**src/rtl/mac_accum.sv**
```systemverilog
// mac_accum
// Multiply-accumulate stage ahead of the output shifter. It accepts a stream of
// unsigned DATA_WIDTH-bit sample/coefficient pairs and sums their products over
// (i_num_taps + 1) taps. The sum is presented on a valid/ready interface.
//
// Ports
//   i_clk        clock, all state updates on the rising edge
//   i_rst        synchronous active-high reset
//   i_start      begin a new accumulation (IDLE, or HOLD during the handshake)
//   i_num_taps   tap count minus one, latched on an accepted start
//   i_in_valid   sample/coeff pair valid
//   o_in_ready   block can accept a pair (high only in ACCUM)
//   i_sample     unsigned sample
//   i_coeff      unsigned coefficient
//   o_out_valid  o_acc_out holds a completed result (high only in HOLD)
//   i_out_ready  downstream accepts the result
//   o_acc_out    accumulated sum, driven directly from the accumulator
//   o_busy       high in ACCUM or HOLD
//
// ACC_WIDTH must be strictly greater than 2*DATA_WIDTH (the zero-extension
// below uses a non-zero replication); with the defaults, 16 taps of 255*255
// cannot overflow 20 bits. Wider tap counts simply wrap modulo 2^ACC_WIDTH.
module mac_accum #(
  parameter int DATA_WIDTH = 8,
  parameter int ACC_WIDTH  = 20,
  parameter int TAPS_WIDTH = 4
) (
  input  logic                  i_clk,
  input  logic                  i_rst,
  input  logic                  i_start,
  input  logic [TAPS_WIDTH-1:0] i_num_taps,
  input  logic                  i_in_valid,
  output logic                  o_in_ready,
  input  logic [DATA_WIDTH-1:0] i_sample,
  input  logic [DATA_WIDTH-1:0] i_coeff,
  output logic                  o_out_valid,
  input  logic                  i_out_ready,
  output logic [ACC_WIDTH-1:0]  o_acc_out,
  output logic                  o_busy
);

  typedef enum logic [1:0] {
    S_IDLE  = 2'd0,
    S_ACCUM = 2'd1,
    S_HOLD  = 2'd2
  } state_t;

  state_t                  r_state;
  state_t                  w_state_nxt;
  logic [ACC_WIDTH-1:0]    r_acc;
  logic [ACC_WIDTH-1:0]    w_acc_nxt;
  logic [TAPS_WIDTH-1:0]   r_tap_cnt;
  logic [TAPS_WIDTH-1:0]   w_tap_cnt_nxt;
  logic [TAPS_WIDTH-1:0]   r_tap_cnt_max;
  logic [TAPS_WIDTH-1:0]   w_tap_cnt_max_nxt;
  logic                    r_in_ready;
  logic                    r_out_valid;
  logic                    r_busy;

  logic [2*DATA_WIDTH-1:0] w_prod;
  logic [ACC_WIDTH-1:0]    w_prod_ext;
  logic                    w_in_fire;
  logic                    w_out_fire;

  assign w_prod     = {{DATA_WIDTH{1'b0}}, i_sample} * {{DATA_WIDTH{1'b0}}, i_coeff};
  assign w_prod_ext = {{(ACC_WIDTH-2*DATA_WIDTH){1'b0}}, w_prod};
  // Handshakes use the registered flags, so neither ready nor valid ever
  // depends combinationally on the partner's signal.
  assign w_in_fire  = i_in_valid && r_in_ready;
  assign w_out_fire = r_out_valid && i_out_ready;

  // Next-state and datapath update for the IDLE/ACCUM/HOLD controller.
  always_comb begin
    w_state_nxt       = r_state;
    w_acc_nxt         = r_acc;
    w_tap_cnt_nxt     = r_tap_cnt;
    w_tap_cnt_max_nxt = r_tap_cnt_max;
    case (r_state)
      S_IDLE: begin
        if (i_start) begin
          w_tap_cnt_max_nxt = i_num_taps;
          w_tap_cnt_nxt     = {TAPS_WIDTH{1'b0}};
          w_acc_nxt         = {ACC_WIDTH{1'b0}};
          w_state_nxt       = S_ACCUM;
        end else begin
          w_state_nxt = S_IDLE;
        end
      end
      S_ACCUM: begin
        if (w_in_fire) begin
          w_acc_nxt     = r_acc + w_prod_ext;
          w_tap_cnt_nxt = r_tap_cnt + {{(TAPS_WIDTH-1){1'b0}}, 1'b1};
          // The pair being accepted is the last tap of this run.
          if (r_tap_cnt == r_tap_cnt_max) begin
            w_state_nxt = S_HOLD;
          end else begin
            w_state_nxt = S_ACCUM;
          end
        end else begin
          w_state_nxt = S_ACCUM;
        end
      end
      S_HOLD: begin
        if (w_out_fire) begin
          if (i_start) begin
            // Back-to-back: restart directly without passing through IDLE.
            w_tap_cnt_max_nxt = i_num_taps;
            w_tap_cnt_nxt     = {TAPS_WIDTH{1'b0}};
            w_acc_nxt         = {ACC_WIDTH{1'b0}};
            w_state_nxt       = S_ACCUM;
          end else begin
            w_state_nxt = S_IDLE;
          end
        end else begin
          w_state_nxt = S_HOLD;
        end
      end
      default: begin
        w_state_nxt       = S_IDLE;
        w_acc_nxt         = {ACC_WIDTH{1'b0}};
        w_tap_cnt_nxt     = {TAPS_WIDTH{1'b0}};
        w_tap_cnt_max_nxt = {TAPS_WIDTH{1'b0}};
      end
    endcase
  end

  // State, datapath and output-flag registers; flags are decoded from the next state.
  always_ff @(posedge i_clk) begin
    if (i_rst) begin
      r_state       <= S_IDLE;
      r_acc         <= {ACC_WIDTH{1'b0}};
      r_tap_cnt     <= {TAPS_WIDTH{1'b0}};
      r_tap_cnt_max <= {TAPS_WIDTH{1'b0}};
      r_in_ready    <= 1'b0;
      r_out_valid   <= 1'b0;
      r_busy        <= 1'b0;
    end else begin
      r_state       <= w_state_nxt;
      r_acc         <= w_acc_nxt;
      r_tap_cnt     <= w_tap_cnt_nxt;
      r_tap_cnt_max <= w_tap_cnt_max_nxt;
      r_in_ready    <= (w_state_nxt == S_ACCUM);
      r_out_valid   <= (w_state_nxt == S_HOLD);
      r_busy        <= (w_state_nxt == S_ACCUM) || (w_state_nxt == S_HOLD);
    end
  end

  assign o_in_ready  = r_in_ready;
  assign o_out_valid = r_out_valid;
  assign o_busy      = r_busy;
  assign o_acc_out   = r_acc;

endmodule

```
**config.mk**
```make
export PLATFORM = sky130hd
export DESIGN_NAME = mac_accum
export DESIGN_NICKNAME = d
export VERILOG_FILES = /design/src/rtl/mac_accum.sv
export SDC_FILE = /design/constraint.sdc
export NUM_CORES = 1
export LEC_CHECK = 0
export CAP_MARGIN = 20
export CORE_UTILIZATION = 35
export CTS_CLUSTER_DIAMETER = 120
export DETAILED_ROUTE_END_ITERATION = 16
export PLACE_DENSITY = 0.56
export SYNTH_ARGS = -nofsm -noshare
export SYNTH_HDL_FRONTEND = slang
export SYNTH_SLANG_ARGS = --single-unit
```
**constraint.sdc**
```tcl
create_clock -name i_clk -period 6.1 [get_ports i_clk]
set_input_delay 1.22 -clock i_clk [delete_from_list [all_inputs] [get_ports i_clk]]
set_output_delay 1.22 -clock i_clk [all_outputs]
set_load 0.03 [all_outputs]
```
# Word-level counts from Yosys, hierarchy flattened
# Index checks and enable logic that the tools add are counted.
dict set report word_totals {
  register_bits 33
  latch_bits 0
  mem_bits_rw 0
  rom_bits 0
  inputBits 25
  output_inout_bits 23
  mem_count 0
}
dict set report op_classes {
  add_sub_neg 2
  multipliers 1
  div_mod_pow 0
  order_cmp 0
  n_eq_ne 7
  shifts 0
  muxes 16
  bitwise 1
  n_reduce_logical 6
}
# op count
set ops {}
lappend ops {{20-bit two-way mux} 3}
lappend ops {{20-bit one-hot mux with 3 select lines} 1}
lappend ops {{4-bit one-hot mux with 3 select lines} 2}
lappend ops {{20-bit by 16-bit adder with 20-bit output} 1}
lappend ops {{4-bit two-way mux} 5}
lappend ops {{8-bit by 8-bit multiplier with 16-bit output} 1}
lappend ops {{2-bit two-way mux} 3}
lappend ops {{2-bit one-hot mux with 3 select lines} 1}
lappend ops {{4-bit by 1-bit adder with 4-bit output (second input constant)} 1}
lappend ops {{2-bit by 1-bit == test with 1-bit output (second input constant)} 2}
lappend ops {{2-bit == test (second input constant)} 2}
lappend ops {{4-bit == test} 1}
lappend ops {{2-bit != test (second input constant)} 2}
lappend ops {{2-bit AND reduction} 2}
lappend ops {{1-bit logical AND} 2}
lappend ops {{2-bit zero test} 1}
lappend ops {{1-bit logical OR} 1}
lappend ops {{1-bit two-way mux} 1}
lappend ops {{1-bit inverter} 1}

# Longest topological paths before layout
dict set report depth {
  depth_word 6
  mapped_depth 18
  depth_no_buf 17
}

# Least setup slack after synthesis
# OpenSTA, ideal clock, no wires.
dict set report synth_path {
  path_type {input port to flip-flop}
  start {in i_sample[5]}
  end {reg r_acc[16] (netlist: o_acc_out[16])}
  arrival_time_ns 5.285
  slack_ns 0.698
  stages 15
  path_buffers 1
  path_cell_list {clkbuf_1 -> nand2_1 -> fa_1 -> inv_1 -> fa_1 -> fa_1 -> inv_1 -> fa_1 -> inv_1 -> ha_1 -> a21o_1 -> a2111oi_4 -> a211oi_1 -> or3_1 -> a32o_1}
}
dict set report synth_between {
  elab_chain_len 4
}
# element line
set synth_lines {}
lappend synth_lines {{from (decl)} 34} ;# input logic [DATA_WIDTH-1:0] i_sample,
lappend synth_lines {{8-bit by 8-bit multiplier with 16-bit output} 65} ;# assign w_prod = {{DATA_WIDTH{1'b0}}, i_sample} * {{DATA_WIDTH{1'b0}}, i_coeff};
lappend synth_lines {{20-bit by 16-bit adder with 20-bit output} 91} ;# w_acc_nxt = r_acc + w_prod_ext;
lappend synth_lines {{20-bit two-way mux} 90} ;# if (w_in_fire) begin
lappend synth_lines {{20-bit one-hot mux with 3 select lines} 78} ;# case (r_state)
lappend synth_lines {{to (signal assigned)} 131} ;# r_acc <= {ACC_WIDTH{1'b0}};
lappend synth_lines {{to (signal assigned)} 139} ;# r_acc <= w_acc_nxt;
lappend synth_lines {{to (decl)} 50} ;# logic [ACC_WIDTH-1:0] r_acc;
# No other way between the ends. The select of a mux whose other input is x is not followed.
# A chain may end at the register's enable or synchronous reset.

# Worst setup path after layout
dict set report layout_path {
  start {in i_sample[2]}
  end {reg r_acc[16] (netlist: o_acc_out[16])}
}
# The elaborated chain is that of the path after synthesis.

==> results.sh <==
export IMPL_worst_margin_pin_slew_ns=0.742
export IMPL_cts_tree="done"
export IMPL_synth_top_area_cell="sky130_fd_sc_hd__fa_1"
export IMPL_grt_met3_usage_pct=2.15
export IMPL_post_synth_num_cell_types=44
export IMPL_via_per_inst=4.78
export IMPL_timing_hold_worst_class="register to register"
export IMPL_cts_setup_buffers=0
export IMPL_timing_max_cap_violations=0
export IMPL_vdd_ir_drop_worst_mv=0.125
export IMPL_die_height_um=109
export IMPL_post_synth_instance_area_um2=4030
export IMPL_port_buffer_count=47
export IMPL_synth_largest_type_area_fraction_pct=24.9
export IMPL_nNetsFinal=650
export IMPL_route_final_wire_length_um=9080
export IMPL_wl_per_cell_um=13.5
export IMPL_cts_clk_slew_worst_paths_ns=0.05
export IMPL_grt_start_max_net_pins=23
export IMPL_timing_final_crit_share_pct=94.3
export IMPL_ys_async_sr_fraction_pct=0
export IMPL_top_level_ports=48
export IMPL_worst_path_max_fanout=8
export IMPL_worst_max_slew_margin_expressed_relative_to_the_limit_pct=50.3
export IMPL_die_width_um=109
export IMPL_post_cts_resized_instances=0
export IMPL_achievable_frequency_ghz=0.174
export IMPL_floorplan_core_area_um2=11000
export IMPL_worst_skew_pair_late_latency_ns=0.27
export IMPL_final_area_um2=4870
export IMPL_drt_iter0_markers=104
export IMPL_most_numerous_cell_in_the_yosys_netlist="sky130_fd_sc_hd__inv_1"
export IMPL_synthFlopType="sky130_fd_sc_hd__dfxtp_1"
export IMPL_drt_pre_antenna_iters=4
export IMPL_first_pass_grt_wire_length_um=16000
export IMPL_post_synth_cell_area_avg_um2=8.48
export IMPL_floorplan_initialDensity_pct=36.5
export IMPL_initial_antenna_violation_count=0
export IMPL_drtAntennaViolNets=0
export IMPL_dp_hpwl_um=7740
export IMPL_internal_power_mw=0.759
export IMPL_synth_yosys_seq_area_share_pct=16.4
export IMPL_clock_power_share_pct=19.7
export IMPL_power_density_cell_area_nw_per_um2=272
export IMPL_ctsHtreeMaxLevel=2
export IMPL_finalHoldViolations=0
export IMPL_grt_overflow=0
export IMPL_grt_pass1_vias=3388
export IMPL_timing_setup_tns_ns=0
export IMPL_critical_path_endpoint_type="register"
export IMPL_fillers=1123
export IMPL_syn_instance_count=475
export IMPL_synth_top_cells_by_count="sky130_fd_sc_hd__inv_1, sky130_fd_sc_hd__fa_1, sky130_fd_sc_hd__nand2_1"
export IMPL_share_seq_of_total_power_pct=18.3
export IMPL_clockRootBuffer="sky130_fd_sc_hd__clkbuf_16"
export IMPL_area_growth_synth_to_final_pct=21.0
export IMPL_routabilityCongestion=0.821
export IMPL_pwr_share_comb_pct=62.1
export IMPL_placedInstanceArea_um2=4710
export IMPL_cts_buffer_depth=2
export IMPL_layout_cell_share_with_drive_strength_beyond_1_pct=4.32
export IMPL_synth_edf_count=0
export IMPL_crit_arrival_ns=5.92
export IMPL_drc_markers=0
export IMPL_power_share_switching_pct=42.6
export IMPL_cts_made_buffers=5
export IMPL_top_usage_layer="met2"
export IMPL_syn_nets=594
export IMPL_placementRows=38
export IMPL_grt_use_met2_pct=29.3
export IMPL_postSynthRegisterBits=33
export IMPL_synth_top_cells_by_area="sky130_fd_sc_hd__fa_1, sky130_fd_sc_hd__dfxtp_1, sky130_fd_sc_hd__ha_1"
export IMPL_die_area_um2=11900
export IMPL_finalSetupViolations=0
export IMPL_fin_skew_ns=0.00571
export IMPL_worst_endpoint_required_ns=6.27
export IMPL_yosysWarningCount=0
export IMPL_outcome="complete, no violations"
export IMPL_clock_sinks=33
export IMPL_path_class="input port to register"
export IMPL_timing_final_max_slew_violations=0
export IMPL_total_leakage_power_nw=2.36
export IMPL_holdBufCountCts=0
export IMPL_critPathLaunchType="input port"
export IMPL_track_usage_pct=17.2
export IMPL_switchingPower_mw=0.564
export IMPL_antennaDiodeCount=0
export IMPL_setup_repair_after_global_routing_missed_its_margin="false"
export IMPL_grtUsageMet1_pct=22.6
export IMPL_period_minus_slack_ns=5.75
export IMPL_detailroute_via_count=3209
-- stage by stage --
stage | hold slack (ns) | std cells | setup slack (ns) | utilization (%) | total power [mW]
2_1_floorplan | 0.470 | 475 | 0.698 | - | 0.839
4_1_cts | 0.477 | 672 | 0.353 | 44.2 | 1.34
5_1_grt | 0.495 | 672 | 0.131 | 44.2 | 1.47
3_3_place_gp | 0.460 | 664 | 0.130 | 42.7 | 1.06
6_report | 0.473 | 672 | 0.350 | 44.2 | 1.32
3_5_place_dp | 0.461 | 664 | 0.0713 | 42.7 | 1.07
-- worst paths after layout --
path / depth (start not counted) / start / slack (ns) / to
max: 14 / i_sample[2] / 0.35 / o_acc_out[16]
min: 2 / o_acc_out[19] / 0.47 / o_acc_out[19]
max reg2reg: 15 / o_acc_out[6] / 1.61 / o_acc_out[19]
min reg2reg: 2 / o_acc_out[19] / 0.47 / o_acc_out[19]
-- cells by family (layout without fill, tap and decap cells) --
family / count (synthesis) / count (layout) / synth area share, %
and+or+nand+nor: 149 / 149 / 18.3
buffers and inverters: 112 / 169 / 10.5
adders and majority gates: 94 / 94 / 38.5
AOI/OAI and AO/OA: 69 / 69 / 12.2
DFF: 33 / 33 / 16.4
xor gates and xnor gates: 14 / 14 / 3.04
muxes: 4 / 4 / 0.994
-- flip-flops by register name, indices dropped and copies added (netlist names) --
name,flops
o_acc_out,20
r_tap_cnt_max,4
o_out_valid,1
r_tap_cnt,4
o_in_ready,1
o_busy,1
r_state,2
-- critical path: stages --
cell and delay, ns:
sky130_fd_sc_hd__clkdlybuf4s50_1 0.56, sky130_fd_sc_hd__and2_1 0.26, sky130_fd_sc_hd__fa_1 0.51, sky130_fd_sc_hd__fa_1 0.53
sky130_fd_sc_hd__fa_1 0.55, sky130_fd_sc_hd__inv_1 0.05, sky130_fd_sc_hd__fa_1 0.53, sky130_fd_sc_hd__inv_1 0.05
sky130_fd_sc_hd__ha_1 0.30, sky130_fd_sc_hd__a21o_1 0.24, sky130_fd_sc_hd__a2111oi_4 0.41, sky130_fd_sc_hd__a211oi_1 0.14
sky130_fd_sc_hd__or3_1 0.33, sky130_fd_sc_hd__a32o_1 0.25
-- area by class of cell --
class | count | area [um2] | share of cell area [%]
Clock buffer | 7 | 153 | 3.13
Clock inverter | 1 | 5.00 | 0.103
Inverter | 104 | 390 | 8.01
Multi-Input combinational cell | 330 | 2940 | 60.4
Sequential cell | 33 | 661 | 13.6
Tap cell | 140 | 175 | 3.60
Timing Repair Buffer | 57 | 546 | 11.2
-- power groups by stage --
stage | sequential, mW | combinational (mW) | clock (mW)
2_1_floorplan | 0.260 | 0.579 | 0
3_3_place_gp | 0.246 | 0.818 | 0
3_5_place_dp | 0.247 | 0.819 | 0
4_1_cts | 0.242 | 0.830 | 0.268
5_1_grt | 0.243 | 0.952 | 0.279
6_report | 0.242 | 0.821 | 0.260
-- layout by cell type, fill, tap and decap left out, drive strengths merged, types with 5 or more instances in the layout --
cell	synthesis	routed
inv	104	104
clkdlybuf4s50	0	47
fa	50	50
dfxtp	33	33
a21oi	23	23
nand2b	7	7
nand2	47	47
o21ai	8	8
nand3	9	9
buf	3	10
xor2	6	6
nor2b	5	5
a21o	5	5
nand4	6	6
nor2	29	29
clkbuf	5	7
and2	32	32
ha	44	44
xnor2	8	8
a22oi	9	9
-- layer usage --
layer,share of wire [%],routed length (um),vias up
met5,0,0,-
li1,-,-,1626
met2,48,4330,58
met3,3.4,305,6
met4,1.0,91,0
met1,48,4360,1519
Note: power is estimated with default switching activity, not from simulation.
